$ cat src/rtl/sram_like_bus_arbiter_pkg.sv
// Shared definitions for the SRAM-like bus arbiter: FSM states, owner codes
// and the request-field bundle used both for the grant mux and the latch.
package cpu_defs;

    localparam int CPU_ADDR_W = 32;
    localparam int CPU_DATA_W = 32;

    typedef enum logic [1:0] {
        IDLE = 2'd0,
        ADDR = 2'd1,
        DATA = 2'd2
    } arb_state_t;

    localparam logic OWN_INST = 1'b0;
    localparam logic OWN_DATA = 1'b1;

    typedef struct packed {
        logic                  wr;
        logic [1:0]            size;
        logic [CPU_ADDR_W-1:0] addr;
        logic [CPU_DATA_W-1:0] wdata;
    } sram_req_t;

endpackage

$ cat src/rtl/sram_like_bus_arbiter_if.sv
// SRAM-like request/response bundle. "master" drives the request side,
// "slave" answers with addr_ok/data_ok/rdata.
interface sram_like_bus_arbiter_if #(
    parameter int ADDR_W = 32,
    parameter int DATA_W = 32
);
    logic              req;
    logic              wr;
    logic [1:0]        size;
    logic [ADDR_W-1:0] addr;
    logic [DATA_W-1:0] wdata;
    logic              addr_ok;
    logic              data_ok;
    logic [DATA_W-1:0] rdata;

    modport master (
        output req, wr, size, addr, wdata,
        input  addr_ok, data_ok, rdata
    );

    modport slave (
        input  req, wr, size, addr, wdata,
        output addr_ok, data_ok, rdata
    );
endinterface

$ cat src/rtl/sram_like_bus_arbiter_arb_pick.sv
// Grant selector for the arbiter. Fixed data-over-inst priority unless
// ARB_ROUND_ROBIN_EN is defined, which adds a last-owner register for ties.
module arb_pick
    import cpu_defs::*;
(
`ifdef ARB_ROUND_ROBIN_EN
    input  logic clk,
    input  logic rst,
`endif
    input  logic arb_en,
    input  logic inst_req,
    input  logic data_req,
    output logic grant_valid,
    output logic grant_owner
);

    assign grant_valid = arb_en & (inst_req | data_req);

`ifdef ARB_ROUND_ROBIN_EN
    logic last_owner_q;
    logic last_owner_d;

    always_comb begin
        grant_owner  = data_req ? OWN_DATA : OWN_INST;
        // On a tie, hand the bus to whichever port sat out the last transfer.
        if (inst_req && data_req) begin
            grant_owner = ~last_owner_q;
        end
        last_owner_d = grant_valid ? grant_owner : last_owner_q;
    end

    always_ff @(posedge clk or posedge rst) begin
        if (rst) begin
            last_owner_q <= OWN_DATA;
        end else begin
            last_owner_q <= last_owner_d;
        end
    end
`else
    assign grant_owner = data_req ? OWN_DATA : OWN_INST;
`endif

endmodule

$ cat src/rtl/sram_like_bus_arbiter.sv
// Shares one SRAM-like master bus between the inst and data ports, one transfer
// in flight at a time. Optional ARB_ROUND_ROBIN_EN switches ties to round-robin.
module sram_like_bus_arbiter
    import cpu_defs::*;
#(
    parameter int ADDR_W = CPU_ADDR_W,
    parameter int DATA_W = CPU_DATA_W
) (
    input  logic                    clk,
    input  logic                    rst,
    sram_like_bus_arbiter_if.slave  inst_bus,
    sram_like_bus_arbiter_if.slave  data_bus,
    sram_like_bus_arbiter_if.master m_bus,
    output logic                    owner,
    output logic                    busy,
    output logic                    proto_err
);

    arb_state_t        state_q, state_d;
    logic              owner_q, owner_d;
    logic              proto_err_q, proto_err_d;
    sram_req_t         req_q, req_d;
    sram_req_t         inst_fields, data_fields;
    logic [DATA_W-1:0] inst_rdata_q, inst_rdata_d;
    logic [DATA_W-1:0] data_rdata_q, data_rdata_d;
    logic              grant_valid, grant_owner;
    logic              addr_ok_fwd, data_ok_fwd;

    assign inst_fields = '{wr: inst_bus.wr, size: inst_bus.size,
                           addr: CPU_ADDR_W'(inst_bus.addr), wdata: CPU_DATA_W'(inst_bus.wdata)};
    assign data_fields = '{wr: data_bus.wr, size: data_bus.size,
                           addr: CPU_ADDR_W'(data_bus.addr), wdata: CPU_DATA_W'(data_bus.wdata)};

    arb_pick u_pick (
`ifdef ARB_ROUND_ROBIN_EN
        .clk         (clk),
        .rst         (rst),
`endif
        .arb_en      (state_q == IDLE),
        .inst_req    (inst_bus.req),
        .data_req    (data_bus.req),
        .grant_valid (grant_valid),
        .grant_owner (grant_owner)
    );

    always_comb begin
        state_d      = state_q;
        owner_d      = owner_q;
        req_d        = req_q;
        proto_err_d  = proto_err_q;
        inst_rdata_d = inst_rdata_q;
        data_rdata_d = data_rdata_q;
        addr_ok_fwd  = 1'b0;
        data_ok_fwd  = 1'b0;

        case (state_q)
            IDLE: begin
                if (grant_valid) begin
                    owner_d = grant_owner;
                    req_d   = (grant_owner == OWN_DATA) ? data_fields : inst_fields;
                    state_d = ADDR;
                end
                if (m_bus.data_ok) begin
                    proto_err_d = 1'b1;
                end
            end
            ADDR: begin
                addr_ok_fwd = m_bus.addr_ok;
                if (m_bus.addr_ok) begin
                    data_ok_fwd = m_bus.data_ok;
                    state_d     = m_bus.data_ok ? IDLE : DATA;
                end else if (m_bus.data_ok) begin
                    // A response before the address was taken cannot belong to us.
                    proto_err_d = 1'b1;
                end
            end
            DATA: begin
                if (m_bus.data_ok) begin
                    data_ok_fwd = 1'b1;
                    state_d     = IDLE;
                end
            end
            default: state_d = IDLE;
        endcase

        if (data_ok_fwd) begin
            if (owner_q == OWN_DATA) begin
                data_rdata_d = m_bus.rdata;
            end else begin
                inst_rdata_d = m_bus.rdata;
            end
        end
    end

    always_ff @(posedge clk or posedge rst) begin
        if (rst) begin
            state_q      <= IDLE;
            owner_q      <= OWN_INST;
            proto_err_q  <= 1'b0;
            req_q        <= '0;
            inst_rdata_q <= '0;
            data_rdata_q <= '0;
        end else begin
            state_q      <= state_d;
            owner_q      <= owner_d;
            proto_err_q  <= proto_err_d;
            req_q        <= req_d;
            inst_rdata_q <= inst_rdata_d;
            data_rdata_q <= data_rdata_d;
        end
    end

    assign m_bus.req   = (state_q == ADDR);
    assign m_bus.wr    = req_q.wr;
    assign m_bus.size  = req_q.size;
    assign m_bus.addr  = req_q.addr[ADDR_W-1:0];
    assign m_bus.wdata = req_q.wdata[DATA_W-1:0];

    assign inst_bus.addr_ok = addr_ok_fwd & (owner_q == OWN_INST);
    assign data_bus.addr_ok = addr_ok_fwd & (owner_q == OWN_DATA);
    assign inst_bus.data_ok = data_ok_fwd & (owner_q == OWN_INST);
    assign data_bus.data_ok = data_ok_fwd & (owner_q == OWN_DATA);
    assign inst_bus.rdata   = inst_bus.data_ok ? m_bus.rdata : inst_rdata_q;
    assign data_bus.rdata   = data_bus.data_ok ? m_bus.rdata : data_rdata_q;

    assign owner     = owner_q;
    assign busy      = (state_q != IDLE);
    assign proto_err = proto_err_q;

endmodule

$ cat src/flat_wrapper.sv
// flat-port wrapper written by rule: the top's interface ports become plain ports
module sram_like_bus_arbiter_flat import cpu_defs::*;
#(
    parameter int ADDR_W = CPU_ADDR_W,
    parameter int DATA_W = CPU_DATA_W
)
  (clk, rst, owner, busy, proto_err, inst_bus_req, inst_bus_wr, inst_bus_size, inst_bus_addr, inst_bus_wdata, inst_bus_addr_ok, inst_bus_data_ok, inst_bus_rdata, data_bus_req, data_bus_wr, data_bus_size, data_bus_addr, data_bus_wdata, data_bus_addr_ok, data_bus_data_ok, data_bus_rdata, m_bus_req, m_bus_wr, m_bus_size, m_bus_addr, m_bus_wdata, m_bus_addr_ok, m_bus_data_ok, m_bus_rdata);
  sram_like_bus_arbiter_if #(.ADDR_W(ADDR_W), .DATA_W(DATA_W)) inst_bus_i ();
  sram_like_bus_arbiter_if #(.ADDR_W(ADDR_W), .DATA_W(DATA_W)) data_bus_i ();
  sram_like_bus_arbiter_if #(.ADDR_W(ADDR_W), .DATA_W(DATA_W)) m_bus_i ();
  input  logic clk;
  input  logic rst;
  output logic owner;
  output logic busy;
  output logic proto_err;
  input wire logic [$bits(inst_bus_i.req)-1:0] inst_bus_req;
  input wire logic [$bits(inst_bus_i.wr)-1:0] inst_bus_wr;
  input wire logic [$bits(inst_bus_i.size)-1:0] inst_bus_size;
  input wire logic [$bits(inst_bus_i.addr)-1:0] inst_bus_addr;
  input wire logic [$bits(inst_bus_i.wdata)-1:0] inst_bus_wdata;
  output wire logic [$bits(inst_bus_i.addr_ok)-1:0] inst_bus_addr_ok;
  output wire logic [$bits(inst_bus_i.data_ok)-1:0] inst_bus_data_ok;
  output wire logic [$bits(inst_bus_i.rdata)-1:0] inst_bus_rdata;
  input wire logic [$bits(data_bus_i.req)-1:0] data_bus_req;
  input wire logic [$bits(data_bus_i.wr)-1:0] data_bus_wr;
  input wire logic [$bits(data_bus_i.size)-1:0] data_bus_size;
  input wire logic [$bits(data_bus_i.addr)-1:0] data_bus_addr;
  input wire logic [$bits(data_bus_i.wdata)-1:0] data_bus_wdata;
  output wire logic [$bits(data_bus_i.addr_ok)-1:0] data_bus_addr_ok;
  output wire logic [$bits(data_bus_i.data_ok)-1:0] data_bus_data_ok;
  output wire logic [$bits(data_bus_i.rdata)-1:0] data_bus_rdata;
  output wire logic [$bits(m_bus_i.req)-1:0] m_bus_req;
  output wire logic [$bits(m_bus_i.wr)-1:0] m_bus_wr;
  output wire logic [$bits(m_bus_i.size)-1:0] m_bus_size;
  output wire logic [$bits(m_bus_i.addr)-1:0] m_bus_addr;
  output wire logic [$bits(m_bus_i.wdata)-1:0] m_bus_wdata;
  input wire logic [$bits(m_bus_i.addr_ok)-1:0] m_bus_addr_ok;
  input wire logic [$bits(m_bus_i.data_ok)-1:0] m_bus_data_ok;
  input wire logic [$bits(m_bus_i.rdata)-1:0] m_bus_rdata;
  assign inst_bus_i.req = inst_bus_req;
  assign inst_bus_i.wr = inst_bus_wr;
  assign inst_bus_i.size = inst_bus_size;
  assign inst_bus_i.addr = inst_bus_addr;
  assign inst_bus_i.wdata = inst_bus_wdata;
  assign inst_bus_addr_ok = inst_bus_i.addr_ok;
  assign inst_bus_data_ok = inst_bus_i.data_ok;
  assign inst_bus_rdata = inst_bus_i.rdata;
  assign data_bus_i.req = data_bus_req;
  assign data_bus_i.wr = data_bus_wr;
  assign data_bus_i.size = data_bus_size;
  assign data_bus_i.addr = data_bus_addr;
  assign data_bus_i.wdata = data_bus_wdata;
  assign data_bus_addr_ok = data_bus_i.addr_ok;
  assign data_bus_data_ok = data_bus_i.data_ok;
  assign data_bus_rdata = data_bus_i.rdata;
  assign m_bus_req = m_bus_i.req;
  assign m_bus_wr = m_bus_i.wr;
  assign m_bus_size = m_bus_i.size;
  assign m_bus_addr = m_bus_i.addr;
  assign m_bus_wdata = m_bus_i.wdata;
  assign m_bus_i.addr_ok = m_bus_addr_ok;
  assign m_bus_i.data_ok = m_bus_data_ok;
  assign m_bus_i.rdata = m_bus_rdata;
  sram_like_bus_arbiter #(.ADDR_W(ADDR_W), .DATA_W(DATA_W)) u_core (.clk(clk), .rst(rst), .inst_bus(inst_bus_i), .data_bus(data_bus_i), .m_bus(m_bus_i), .owner(owner), .busy(busy), .proto_err(proto_err));
endmodule
$ cat config.mk
export PLATFORM = sky130hd
export DESIGN_NAME = sram_like_bus_arbiter_flat
export DESIGN_NICKNAME = d
export VERILOG_FILES = /design/src/rtl/sram_like_bus_arbiter_pkg.sv /design/src/rtl/sram_like_bus_arbiter_if.sv /design/src/rtl/sram_like_bus_arbiter_arb_pick.sv /design/src/rtl/sram_like_bus_arbiter.sv /design/src/flat_wrapper.sv
export SDC_FILE = /design/constraint.sdc
export NUM_CORES = 1
export LEC_CHECK = 0
export CAP_MARGIN = 5
export CORE_UTILIZATION = 37
export CTS_BUF_LIST = sky130_fd_sc_hd__clkbuf_16
export DETAILED_ROUTE_END_ITERATION = 12
export PLACE_DENSITY = 0.76
export SYNTH_ARGS = -nofsm -noshare
export SYNTH_HDL_FRONTEND = slang
export SYNTH_SLANG_ARGS = --single-unit
$ cat constraint.sdc
create_clock -name clk -period 4.78 [get_ports clk]
set_clock_uncertainty 0.2 [all_clocks]
set_input_delay 0.956 -clock clk [delete_from_list [all_inputs] [get_ports clk]]
set_output_delay 0.956 -clock clk [all_outputs]
set_load 0.02 [all_outputs]
==> summary.md <==
| Metric | Value |
|---|---|
| Initial antenna violation count | 0 |
| Post-DRT Antenna Nets | 0 |
| Synth Warn # | 0 |
| Crit path from | m_bus_addr_ok |
| Syn Inst Count | 492 |
| Height of the die | approximately 130 um |
| Crit. path cell count | 7 |
| Wire per inst | around 16 um |
| Largest net degree at the start of global routing | 135 |
| Peak VDD IR | around 0.34 mV |
| R2r setup slk | 2.40 ns |
| Minimum setup slack in the final design | roughly 0.46 ns |
| Met3 global-route usage | 4.414% |
| # IOs | 311 |
| Max Cap Viol | 0 |
| Clock transition at path regs | 0.06 ns |
| Chip width | 133.2 um |
| Setup TNS | 0 ns |
| Cts bufs inserted | 17 |
| Post-CTS Setup Inserts | 0 |
| Least-Margin Pin Slew | 1.090 ns |
| DR pass1 iterations | 7 |
| Met2 Usage GRT | between 30% and 40% |
| Routed wire length | about 17000 um |
| RSZ-0062 raised after global routing | no |
| Final Cycle Share | 90.41% |
| Core area | ~0.017 mm^2 |
| Final setup viols | 0 |
| Share of cells above drive strength 1 | 17.02% |
| Max clock buf depth | 2 |
| Die area | 0.01775 mm^2 |
| # hold bufs at CTS | 0 |
| Setup CP Type | in2out |
| CTS root buf | clkbuf_16 |
| Row Count | 47 |
| Leakage | about 4.5 nW |
| Worst R2R Path Depth | 5 |
| Area growth, synth to finish | 60.78% |
| Vias | 4828 |
| Final Max Slew Viols | 0 |
| Yosys cell types | 28 |
| Fmax | 0.2314 GHz |
| Placed Instance Area | 0.009634 mm^2 |
| Setup crit start kind | primary input |
| Crit path cell chain | clkdlybuf4s50_1 > a21oi_2 > nor3_4 > buf_12 > buf_12 > mux2_2 > clkdlybuf4s50_1 |
| Layout Utilization | 61.33% |
| Outcome | finished clean |
| IO Port Bufs | 310 |
| Layer carrying the most global-route usage | met2 |
| Hold crit path type | reg2reg |
| Critical path data required time | 3.62 ns |
| FF+latch count, synth | around 140 |
| Critical-path top delay cell | clkdlybuf4s50_1 |
| Post-synthesis sequential area ratio | between 50% and 60% |
| Place WS | around 0.45 ns |
| Pwr/cell area | 669.8 mW/mm^2 |
| Crit Reg-Reg Endpoint | u_core.m_bus.wdata[10] |
| Crit-path leading delay family | buffers and inverters |
| Gr ovfl total | 0 |
| Starting Density | around two fifths |
| Hold Vio Cnt, Final | 0 |
| Met1 Usage GRT | 23.27% |
| Crit path max fanout | 22 |
| Syn_area_per_cell | 12.95 um^2 |
| R2R Path Start | u_core.state_q[0] |
| First-pass GRT wire length | 26300 um |
| Vias per Instance | 4.683 |
| Endpoint class of the critical path | output pin |
| Max-slew headroom | 27.32% |
| GRT Resource Usage Total | 19.60% |
| Synth Cell Area | 0.006371 mm^2 |
| Vias in the first global route | 4921 |
| DRC Markers | 0 |
| Antenna Cells | 0 |
| Clk sinks | 135 |
| End point of the critical path | inst_bus_rdata[5] |
| Net count after synthesis | approximately 670 |
| Buf/Inv on CP | 4 |
| Finished Cell Area | ~0.010 mm^2 |
| Drt first-iter violations | 127 |
| H-tree levels | 4 |
| NumNets Final | 975 |
| Routability cong. | 0.8259 |
| CTS tree | built |
| CTS resizes | 0 |
| Max stage delay on crit path | 0.56 ns |
| Critical Path AT | about 3.2 ns |
| Clock Latency Late Sink | 0.41 ns |
| DP HPWL | 12970 um |
| Final min period | 4.322 ns |
| Fillers | 1317 |
[synthesized netlist by cell type (all sizes together)]
cell type	n	area share (%)
nor3b	1	0.29
ha	4	0.79
mux2i	69	11
o21ai	68	5.4
a22o	1	0.14
and3	1	0.098
a21o	1	0.12
nor2b	2	0.20
nor3	2	0.24
nand2b	1	0.098
buf	24	3.5
dfrtp	135	53
nor2	2	0.12
a21oi	1	0.14
clkbuf	8	0.53
a211oi	1	0.12
o32a	1	0.16
nand2	70	4.1
mux2	96	20
inv	4	0.24
[cell families after synthesis]
logic type | count (synthesis) | synth area share, %
fa+ha+maj | 4 | 0.7856
flops | 135 | 53.02
buf+inv | 36 | 4.262
mux | 165 | 30.70
compound gates | 73 | 6.068
simple gates | 79 | 5.165
[layer usage]
layer	routed length (um)	up-vias
met2	8685	210
met3	934	23
li1	-	2325
met1	6987	2270
met5	0	-
met4	361	0
[flip-flops by register name, indices dropped and copies added (netlist names)]
name,cells
u_core.data_rdata_q,32
u_core.inst_rdata_q,32
u_core.m_bus.addr,32
u_core.m_bus.wdata,32
u_core.m_bus.size,2
u_core.state_q,2
u_core.m_bus.wr,1
u_core.owner,1
u_core.proto_err,1
[cell type report]
| type | instances | area [um^2] | area share [%] |
|---|---|---|---|
| timing repair buffer | 320 | 3226 | 31.49 |
| multi-input combinational | 321 | 2735 | 26.70 |
| clock inverter | 14 | 183.9 | 1.796 |
| tap | 220 | 275.3 | 2.687 |
| clock buffer | 17 | 425.4 | 4.153 |
| inverter | 4 | 20.02 | 0.1954 |
| sequential | 135 | 3378 | 32.98 |
[how the worst min path moves through the flow]
| stage | from | endpoint | slack, ns | cells past startpoint |
|---|---|---|---|---|
| after detailed placement | u_core.proto_err | u_core.proto_err | 0.25 | 1 |
| after global routing | u_core.proto_err | u_core.proto_err | 0.28 | 1 |
| after floorplan | u_core.inst_rdata_q[0] | u_core.inst_rdata_q[0] | 0.28 | 1 |
| after global placement | u_core.proto_err | u_core.proto_err | 0.24 | 1 |
| after CTS | u_core.proto_err | u_core.proto_err | 0.26 | 1 |
| final | u_core.proto_err | u_core.proto_err | 0.26 | 1 |
[through the flow]
stage / std cells / total power [mW] / hold slack [ns]
finish: 1031 / 6.862 / 0.2557
detailed placement: 1000 / 5.550 / 0.2489
global route: 1031 / 7.217 / 0.2752
CTS: 1031 / 6.936 / 0.2595
global placement: 1000 / 5.453 / 0.2428
floorplan: 492 / 3.914 / 0.2779
[layout by cell type (no fill, tap or decap), types with 7 or more instances in the layout]
| cell | synthesis | routed |
|---|---|---|
| mux2_2 | 45 | 45 |
| o21ai_0 | 67 | 67 |
| mux2i_1 | 69 | 69 |
| dfrtp_1 | 135 | 135 |
| mux2_4 | 49 | 49 |
| buf_4 | 1 | 7 |
| nand2_1 | 70 | 70 |
| clkdlybuf4s50_1 | 0 | 309 |
| clkbuf_16 | 0 | 17 |
[worst register-to-register path: cells and delay by family (launching register included)]
family,cells,cell delay (ns)
buf+inv,2,0.86
compound gates,2,0.45
flops,1,0.40
fa+ha+maj,1,0.29
[report_power, final]
group          internal, mW  leakage [nW]  switching [mW]
combinational          1.81          2.52            1.72
sequential             1.70          1.65           0.274
clock                 0.864         0.288           0.489
Power figures use the tool's default switching activity.
